--- src/rtl/uart_axi_ctrl.sv ---
// AXI4-lite sequencer for the AXI UART Lite core. It polls STAT, then writes one byte to TX
// or reads one byte from RX, and grants send/recv requests round-robin.
module uart_axi_ctrl #(
    parameter int unsigned RETRY_GAP = 4
) (
    input  logic        clk,
    input  logic        rstn,
    input  logic        send_req,
    input  logic [7:0]  send_data,
    output logic        send_ack,
    input  logic        recv_req,
    output logic [7:0]  recv_data,
    output logic        recv_ack,
    output logic        busy,
    output logic        err,
    output logic [3:0]  uart_axi_araddr,
    output logic        uart_axi_arvalid,
    input  logic        uart_axi_arready,
    input  logic [31:0] uart_axi_rdata,
    input  logic [1:0]  uart_axi_rresp,
    input  logic        uart_axi_rvalid,
    output logic        uart_axi_rready,
    output logic [3:0]  uart_axi_awaddr,
    output logic        uart_axi_awvalid,
    input  logic        uart_axi_awready,
    output logic [31:0] uart_axi_wdata,
    output logic [3:0]  uart_axi_wstrb,
    output logic        uart_axi_wvalid,
    input  logic        uart_axi_wready,
    input  logic [1:0]  uart_axi_bresp,
    input  logic        uart_axi_bvalid,
    output logic        uart_axi_bready
);
    localparam logic [3:0] ADDR_RX   = 4'h0;
    localparam logic [3:0] ADDR_TX   = 4'h4;
    localparam logic [3:0] ADDR_STAT = 4'h8;
    localparam logic [7:0] GAP_LAST  = 8'(RETRY_GAP - 1);

    typedef enum logic [2:0] {
        IDLE, STAT_AR, STAT_R, TX_W, TX_B, RX_AR, RX_R, WAIT
    } state_t;

    state_t     state, state_nx;
    logic       grant_tx, grant_tx_nx;
    logic       last_tx, last_tx_nx;
    logic       take_byte;
    logic [7:0] tx_byte;
    logic       aw_done, w_done;
    logic [7:0] gap_cnt;
    logic       unused_rdata_hi;

    assign unused_rdata_hi = ^uart_axi_rdata[31:8];
    assign busy = (state != IDLE);

    // Channel outputs are decoded from the state, so IDLE (and reset) drives them all to 0.
    always_comb begin
        uart_axi_araddr  = 4'h0;
        uart_axi_arvalid = 1'b0;
        uart_axi_rready  = 1'b0;
        uart_axi_awaddr  = 4'h0;
        uart_axi_awvalid = 1'b0;
        uart_axi_wdata   = 32'h0;
        uart_axi_wstrb   = 4'h0;
        uart_axi_wvalid  = 1'b0;
        uart_axi_bready  = 1'b0;
        case (state)
            STAT_AR: begin
                uart_axi_arvalid = 1'b1;
                uart_axi_araddr  = ADDR_STAT;
            end
            STAT_R, RX_R: uart_axi_rready = 1'b1;
            TX_W: begin
                uart_axi_awaddr  = ADDR_TX;
                uart_axi_awvalid = !aw_done;
                uart_axi_wdata   = {24'h0, tx_byte};
                uart_axi_wstrb   = 4'b0001;
                uart_axi_wvalid  = !w_done;
            end
            TX_B: uart_axi_bready = 1'b1;
            RX_AR: begin
                uart_axi_arvalid = 1'b1;
                uart_axi_araddr  = ADDR_RX;
            end
            default: ;
        endcase
    end

    always_comb begin
        state_nx    = state;
        grant_tx_nx = grant_tx;
        last_tx_nx  = last_tx;
        take_byte   = 1'b0;
        case (state)
            IDLE: begin
                // On a tie the side that was not granted last time wins.
                if (send_req && (!recv_req || !last_tx)) begin
                    grant_tx_nx = 1'b1;
                    last_tx_nx  = 1'b1;
                    take_byte   = 1'b1;
                    state_nx    = STAT_AR;
                end else if (recv_req) begin
                    grant_tx_nx = 1'b0;
                    last_tx_nx  = 1'b0;
                    state_nx    = STAT_AR;
                end
            end
            STAT_AR: if (uart_axi_arready) state_nx = STAT_R;
            STAT_R: begin
                if (uart_axi_rvalid) begin
                    if (grant_tx && !uart_axi_rdata[3])
                        state_nx = TX_W;
                    else if (!grant_tx && uart_axi_rdata[0])
                        state_nx = RX_AR;
                    else if (RETRY_GAP == 0)
                        state_nx = IDLE;
                    else
                        state_nx = WAIT;
                end
            end
            WAIT: if (gap_cnt == GAP_LAST) state_nx = IDLE;
            TX_W: begin
                if ((aw_done || uart_axi_awready) && (w_done || uart_axi_wready))
                    state_nx = TX_B;
            end
            TX_B: if (uart_axi_bvalid) state_nx = IDLE;
            RX_AR: if (uart_axi_arready) state_nx = RX_R;
            RX_R: if (uart_axi_rvalid) state_nx = IDLE;
            default: state_nx = IDLE;
        endcase
    end

    always_ff @(posedge clk) begin
        if (!rstn) begin
            state     <= IDLE;
            grant_tx  <= 1'b0;
            last_tx   <= 1'b0;
            aw_done   <= 1'b0;
            w_done    <= 1'b0;
            gap_cnt   <= 8'h0;
            send_ack  <= 1'b0;
            recv_ack  <= 1'b0;
            recv_data <= 8'h0;
            err       <= 1'b0;
        end else begin
            state    <= state_nx;
            grant_tx <= grant_tx_nx;
            last_tx  <= last_tx_nx;
            send_ack <= (state == TX_B) && uart_axi_bvalid;
            recv_ack <= (state == RX_R) && uart_axi_rvalid;
            if ((state == RX_R) && uart_axi_rvalid)
                recv_data <= uart_axi_rdata[7:0];
            if ((uart_axi_rready && uart_axi_rvalid && (uart_axi_rresp != 2'b00)) ||
                (uart_axi_bready && uart_axi_bvalid && (uart_axi_bresp != 2'b00)))
                err <= 1'b1;
            // AW and W complete independently; each flag drops its own valid.
            if (state == TX_W) begin
                if (uart_axi_awvalid && uart_axi_awready) aw_done <= 1'b1;
                if (uart_axi_wvalid && uart_axi_wready)   w_done  <= 1'b1;
            end else begin
                aw_done <= 1'b0;
                w_done  <= 1'b0;
            end
            gap_cnt <= (state == WAIT) ? gap_cnt + 8'd1 : 8'h0;
        end
    end

    always_ff @(posedge clk) begin
        if (take_byte) tx_byte <= send_data;
    end

endmodule

--- config.mk ---
export PLATFORM = sky130hd
export DESIGN_NAME = uart_axi_ctrl
export DESIGN_NICKNAME = d
export VERILOG_FILES = /design/src/rtl/uart_axi_ctrl.sv
export SDC_FILE = /design/constraint.sdc
export NUM_CORES = 1
export LEC_CHECK = 0
export CORE_MARGIN = 2
export CORE_UTILIZATION = 38
export DETAILED_ROUTE_END_ITERATION = 7
export PLACE_DENSITY_LB_ADDON = 0.15
export SLEW_MARGIN = 40
export SYNTH_ARGS = -nofsm -noshare
export SYNTH_HDL_FRONTEND = slang
export SYNTH_SLANG_ARGS = --single-unit
--- constraint.sdc ---
create_clock -name clk -period 3.5 [get_ports clk]
set_input_delay 0.875 -clock clk [delete_from_list [all_inputs] [get_ports clk]]
set_output_delay 0.875 -clock clk [all_outputs]
set_load 0.02 [all_outputs]
# Word level (Yosys, flattened, before mapping)
# Index checks and enable logic that the tools add are counted.
[totals] input_bits=53 out_inout_bits=61 regBits=33 wordCells=84
[classes] addsub=1 n_mux=25 n_reduce_logical=32 n_eq_ne=16
[ops] operator="$mux 3" n=11
[ops] operator="$pmux 3 s8" n=1
[ops] operator="$ne 2x2->1 const B" n=7
[ops] operator="$eq 3x3->1 const B" n=4
[ops] operator="$logic_and 1x1->1" n=12
[ops] operator="$mux 1" n=10
[ops] operator="$add 8x1->8 const B" n=1
[ops] operator="$eq 8x2->1 const B" n=1
[ops] operator="$mux 8" n=1
[ops] operator="$reduce_and 8->1" n=1
[ops] operator="$eq 3x2->1 const B" n=2
[ops] operator="$reduce_and 2->1" n=3
[ops] operator="$reduce_bool 2->1" n=3
[ops] operator="$logic_not 1->1" n=5
[ops] operator="$logic_or 1x1->1" n=4
[ops] operator="$mux 4" n=1
[ops] operator="$reduce_or 2->1" n=2
[ops] operator="$eq 3x1->1 const B" n=1
[ops] operator="$logic_not 3->1" n=1
[ops] operator="$ne 3x3->1 const B" n=1
[ops] operator="$reduce_bool 3->1" n=1
[ops] operator="$mux 2" n=1

# Longest topological paths before layout
# Gate-level depths: netlist (run 1).
[logic_depth] depth_word=6 ltp_mapped=8 mapped_depth_nobuf=7

# Least setup slack after synthesis (run 1)
# OpenSTA, ideal clock, no wires.
[synth_timing] path_type="flip-flop to output port" start="reg state[1]" end="out uart_axi_wdata[0]" t_arrival_ns=1.166 path_stages_with_launch=7 path_slack_ns=1.459 t_required_ns=2.625 n_path_buf=2 cell_sequence="dfxtp_1 > buf_6 > nor2b_4 > nand2_4 > inv_2 > buf_2 > and2_1"
[synth_via] elab_chain_cells=2
[synth_rtl] element="start: declaration" line_no="43" text="state_t state, state_nx;"
[synth_rtl] element="start signal: assignment" line_no="145" text="state <= state_nx;"
[synth_rtl] element="$eq 3x2->1" line_no="66" text="case (state)"
[synth_rtl] element="$mux 8" line_no="66"
[synth_rtl] element="end: declaration" line_no="26" text="output logic [31:0] uart_axi_wdata,"
# No other way between the ends.

# Final worst setup path (run 1)
[layout_timing] start="reg state[1]" end="out uart_axi_wdata[5]"
# Same word-level chain as after synthesis.

==> reports/results.tsv, run 1 <==
stage	metric	value	unit
clock_network	post-CTS setup buffer count	0	
sta	Highest Clock Rate	0.3447	GHz
synth	Area contributors post-synth	dfxtp_1 29%, buf_4 16%, edfxtp_1 14%	
sta	Final Hold Fails	0	
worst_setup_path	slowest CP cell	clkdlybuf4s50_1	
sta	setup ws final	0.5989	ns
die	FP Rows	24	
clock_network	CTS Hold Bufs	0	
drt	DR DRC count	0	
clock_network	PostCTS Resize Cnt	0	
die	Die H	70.92	um
synth	FF+latch count, synth	33	
sta	crit path time final	2.901	ns
synth	Synth Instances	185	
synth	Yosys warnings	0	
worst_setup_path	Cell Chain, Critical Path	nor2b_4, nand2_4, inv_2, and2_1, clkdlybuf4s50_1	
worst_setup_path	Setup Crit Path Kind	reg2out	
cells_and_area	layout cell share with drive strength beyond 1	7.438	%
sta	RSZ-0062 raised after global routing	no	
clock_network	TritonCTS Buffers	5	
worst_setup_path	crit path capture type	output port	
die	I/O pin cnt	114	
clock_network	htree depth	2	
worst_hold_path	Hold Crit Class	reg2reg	
synth	Distinct cells, synth	39	
clock_network	CTS tree	built	
sta	Final period util	82.89	%
pwr	peak supply drop	0.0001893	V
grt	largest net degree at the start of global routing	19	
clock_network	Clock Sinks	33	
synth	Post-Syn Area per Cell	9.198	um^2
worst_setup_path	Max stage delay on crit path	0.61	ns
cells_and_area	Layout Area Growth over Synthesis	31.69	%
place	GP Congestion	0.7161	
grt	first-pass GRT wire length	5.526	mm
grt	vias in the first global route	1202	
die	core area	4324	um^2
place	pre-CTS WS	0.8693	ns
job	maxcap violations	0	
clock_network	clock root buffer	clkbuf_8	
clock_network	Bufs on Longest Clock Path	2	
place	Port Buf Inserts	56	
synth	synthesized cell area	1702	um^2
die	Die ar.	5029	um^2
cells_and_area	commonest non-fill, non-tap cell in the layout	clkdlybuf4s50_1	
drt	DRT iter0 DRCs	46	
drt	via count	1253	
drt	drt via density	4.262	
sta	post-route clock skew	0.003797	ns
drt	mean routed wirelength per cell	10.84	um
synth	leading area contributor after synthesis	dfxtp_1	
grt	initial antenna violation count	0	
cells_and_area	FF/Latch Area	740.7	um^2
pwr	leak pwr	0.0008960	uW
worst_setup_path	Crit path required time	2.62	ns
worst_setup_path	Crit Path Max Fanout	12	
grt	Remaining Overflow, GRT	0	
cells_and_area	commonest cells after routing, fill and taps aside	56 x clkdlybuf4s50_1, 33 x conb_1, 25 x dfxtp_1	
grt	Total GRT Usage	14.04	%
cells_and_area	final net count	295	
sta	Slew @ Worst Pin	0.7693	ns
drt	Routed WL	3.187	mm
clock_network	worst skew pair latency	0.28	ns
drt	DRT Pass-1 Iters	5	
clock_network	clk slew on worst S/H paths	0.06	ns
worst_setup_path	Worst Setup Start Kind	flop	
cells_and_area	Filler Cell Count	411	
synth	share of the synthesized area in the top cell type	29.41	%
synth	fraction of the yosys area taken by sequential cells	43.53	%
sta	final setup violation count	0	
drt	DRT antenna net count	0	
run_status	outcome	finished, final reports clean	
pwr	PD cells	560.2	nW/um^2
worst_setup_path	Critical Path AT	2.03	ns
sta	Slew headroom	48.71	%
cells_and_area	ant diodes	0	
die	Initial Util	39.35	%
sta	max-slew violation count	0	
die	Die Width	70.92	um
place	dpl hpwl	2.390	mm
sta	setup TNS	0	ns
cells_and_area	multi-input logic area	763.2	um^2
## worst paths after layout
path	start	to	slack [ns]	cells after the start
worst min register to register	gap_cnt[0]	gap_cnt[0]	0.46	1
worst max register to register	state[0]	tx_byte[5]	1.60	3
worst max-delay path	state[1]	uart_axi_wdata[5]	0.60	5
worst min-delay path	gap_cnt[0]	gap_cnt[0]	0.46	1
## routing by layer
layer | global-route usage [%] | wire [um] | part of all wire [%] | vias to the layer above
met2 | 22.43 | 1544 | 48 | 42
met4 | 5.660 | 57 | 1.8 | 0
met1 | 17.38 | 1383 | 43 | 552
met5 | 0 | 0 | 0 | -
li1 | - | - | - | 653
met3 | 4.843 | 201 | 6.3 | 6
## where the power goes
part           internal, uW  total (uW)  switching, uW
Combinational           216         468            251
Clock                   139         272            132
Sequential              451         516           65.5
## state kept, by name, summed over array words and instances, names as in the netlist
register	count
gap_cnt	8
send_ack	1
state	3
err	1
recv_ack	1
recv_data	8
w_done	1
aw_done	1
last_tx	1
tx_byte	8
## kinds of logic (layout without fill, tap and decap cells)
kind of cell	Yosys count	after routing	share of synthesized area (%)
buffers and inverters	46	71	18.68
XOR/XNOR	6	6	3.089
flip-flops	33	33	43.53
other	1	33	0.2204
AO/OA/AOI/OAI	24	24	10.51
adder cells (fa/ha/maj)	1	1	0.7352
AND/OR/NAND/NOR	74	74	23.24
## through the flow
step                      utilization [%]  std cells  total power [uW]  cell area (um^2)  hold slack, ns
final                               51.82        294              1255              2241          0.4602
after global placement              49.94        286             995.5              2160          0.4441
after CTS                           51.82        294              1274              2241          0.4637
after global routing                51.82        294              1344              2241          0.4831
after floorplan                         -        217             866.1              1822          0.4258
after detailed placement            49.94        286             997.6              2160          0.4479
## synthesized netlist by cell type, drive strengths merged
master and count:
nand2 22, nand4 1, o211ai 1, a211oi 1
o21ai 5, a21boi 9, and2 10, edfxtp 8
clkbuf 1, o221a 1, a22oi 1, inv 6
and3 5, nand2b 2, nor2 16, ha 1
nand3 7, a21oi 3, xnor2 3, a31oi 1
nor4b 1, conb 1, buf 39, nor3 3
or2 1, o311ai 1, xor2 3, dfxtp 25
nor2b 6, o311a 1
## final cells by class
cell class / instances / area share (%)
repair buffers: 57 / 25.35
multi-input cells: 138 / 34.06
clock buffers: 7 / 3.406
inverters: 6 / 1.005
well taps: 52 / 2.903
flip-flops and latches: 33 / 33.05
clock inverters: 1 / 0.2233
## critical path: cells and delay by family (launching register included)
kind                   cells  cell delay, ns
buffers and inverters      2            0.77
DFF                        1            0.51
and+or+nand+nor            3            0.47
(Power assumes the default switching activity.)
==> run 2, diff against run 1 <==
- CORE_UTILIZATION: 38 -> 36
- clock period: 3.5 -> 2.95 ns (I/O delays scaled with it)
==> reports/results.tsv, run 2 (synthesis gave the netlist of run 1 again) <==
stage	metric	value	unit	change
worst_setup_path	Crit. Startpoint	state[1]		
die	Die H	72.75	um	+2.6%
clock_network	clk slew on worst S/H paths	0.07	ns	about the same
cells_and_area	ant diodes	0		unchanged
drt	drt via density	4.295		+0.78%
clock_network	worst skew pair latency	0.29	ns	about the same
cells_and_area	layout cell share with drive strength beyond 1	8.197	%	+0.76 points
worst_setup_path	origin of the critical flop-to-flop path	state[1]		
sta	max-slew violation count	0		unchanged
worst_setup_path	crit path capture type	output port		
sta	crit path time final	2.804	ns	
worst_setup_path	Crit Path Max Fanout	12		unchanged
drt	DRT Pass-1 Iters	4		-1
clock_network	CTS Hold Bufs	0		unchanged
die	Initial Util	36.76	%	-2.6 points
place	post-placement cell area	2177	um^2	+0.81%
sta	Highest Clock Rate	0.3566	GHz	
worst_hold_path	Hold Crit Class	reg2reg		
sta	setup TNS	0	ns	unchanged
cells_and_area	Layout Area Growth over Synthesis	33.24	%	
clock_network	PostCTS Resize Cnt	0		unchanged
drt	DRT iter0 DRCs	64		+39%
place	dpl hpwl	2.464	mm	+3.1%
die	FP Rows	25		+4.2%
clock_network	Bufs on Longest Clock Path	2		unchanged
cells_and_area	final core occ	48.97	%	-2.8 points
sta	post-route clock skew	0.008481	ns	+0.004684 ns
job	maxcap violations	0		unchanged
die	Die Width	72.75	um	+2.6%
drt	DR DRC count	0		unchanged
worst_hold_path	hold path startpoint	recv_data[3]		
cells_and_area	commonest cells after routing, fill and taps aside	56 x clkdlybuf4s50_1, 33 x conb_1, 25 x dfxtp_1		
place	placed cell count	290		+1.4%
drt	DRT antenna net count	0		unchanged
sta	final setup violation count	0		unchanged
pwr	PD cells	681.9	nW/um^2	+22%
grt	first-pass GRT wire length	5.271	mm	-4.6%
pwr	leak pwr	0.0009097	uW	+1.5%
worst_setup_path	Crit path required time	2.21	ns	-0.41 ns
pwr	peak supply drop	0.0003320	V	+75%
worst_setup_path	Worst Setup Start Kind	flop		
clock_network	clock root buffer	clkbuf_8		
die	Die ar.	5293	um^2	+5.2%
clock_network	TritonCTS Buffers	5		unchanged
die	I/O pin cnt	114		unchanged
grt	Remaining Overflow, GRT	0		unchanged
grt	largest net degree at the start of global routing	19		unchanged
clock_network	CTS tree	built		
place	GP Congestion	0.7158		about the same
drt	mean routed wirelength per cell	11.04	um	+1.8%
place	Port Buf Inserts	56		unchanged
worst_setup_path	Critical Path AT	2.07	ns	+0.04 ns
cells_and_area	commonest non-fill, non-tap cell in the layout	clkdlybuf4s50_1		
clock_network	Clock Sinks	33		unchanged
run_status	outcome	finished, final reports clean		
sta	Final Hold Fails	0		unchanged
cells_and_area	registers with the most flip-flops	gap_cnt: 8 flops, recv_data: 8 flops, tx_byte: 8 flops		
die	core area	4629	um^2	+7.1%
cells_and_area	fin area	2267	um^2	+1.2%
cells_and_area	final net count	297		+0.68%
worst_setup_path	Setup Crit Path Kind	reg2out		
grt	vias in the first global route	1126		-6.3%
grt	Total GRT Usage	13.05	%	-0.99 points
clock_network	post-CTS setup buffer count	0		unchanged
clock_network	htree depth	2		unchanged
drt	Routed WL	3.290	mm	+3.2%
grt	initial antenna violation count	0		unchanged
worst_setup_path	R2R Setup Slk	1.29	ns	-0.31 ns
drt	via count	1280		+2.2%
cells_and_area	final instance count without filler cells	298		+1.4%
sta	Final period util	95.06	%	
sta	RSZ-0062 raised after global routing	no		
## run 2: changes by cell type in the layout (fill, tap and decap cells not counted), sizes merged
| cell | previous run | this run |
|---|---|---|
| clkinv | 1 | 0 |
| clkbuf | 7 | 8 |
| buf | 1 | 3 |
## run 2: report_power, final
part,total (uW),switching (uW),internal [uW]
Combinational,606,332,274
Clock,346,156,190
Sequential,594,60.0,534
## run 2: per-layer routing
layer / GRT usage, % / vias to the layer above / wire, um
li1: - / 656 / -
met3: 3.315 / 7 / 175
met5: 0 / - / 0
met2: 19.90 / 42 / 1590
met1: 16.74 / 575 / 1461
met4: 7.407 / 0 / 63
## run 2: layout make-up
| type | count | area (um^2) |
|---|---|---|
| tap | 54 | 67.56 |
| fill | 465 | 2362 |
| clock buffer | 8 | 90.09 |
| multi-input combinational | 138 | 763.2 |
| sequential | 33 | 740.7 |
| timing repair buffer | 59 | 583.1 |
| inverter | 6 | 22.52 |
## run 2: critical path, cell delays in order, from the launching register on
cell and delay (ns):
dfxtp_1 0.53, nor2b_4 0.26, nand2_4 0.07, inv_2 0.17
and2_1 0.14, clkdlybuf4s50_1 0.60
## run 2: stage by stage
| step | worst slack, ns | power [uW] | hold slack [ns] |
|---|---|---|---|
| 2_1_floorplan | 1.046 | 1028 | 0.4258 |
| 3_3_place_gp | 0.4598 | 1206 | 0.4441 |
| 3_5_place_dp | 0.4667 | 1210 | 0.4557 |
| 4_1_cts | 0.1486 | 1563 | 0.4646 |
| 5_1_grt | 0.02437 | 1641 | 0.4914 |
| 6_report | 0.1457 | 1546 | 0.4607 |
## run 2: path summary, 6_finish.rpt
check        depth (start not counted)                end
min                                  2       recv_data[3]
min reg2reg                          2       recv_data[3]
max reg2reg                          7           state[0]
max                                  5  uart_axi_wdata[0]
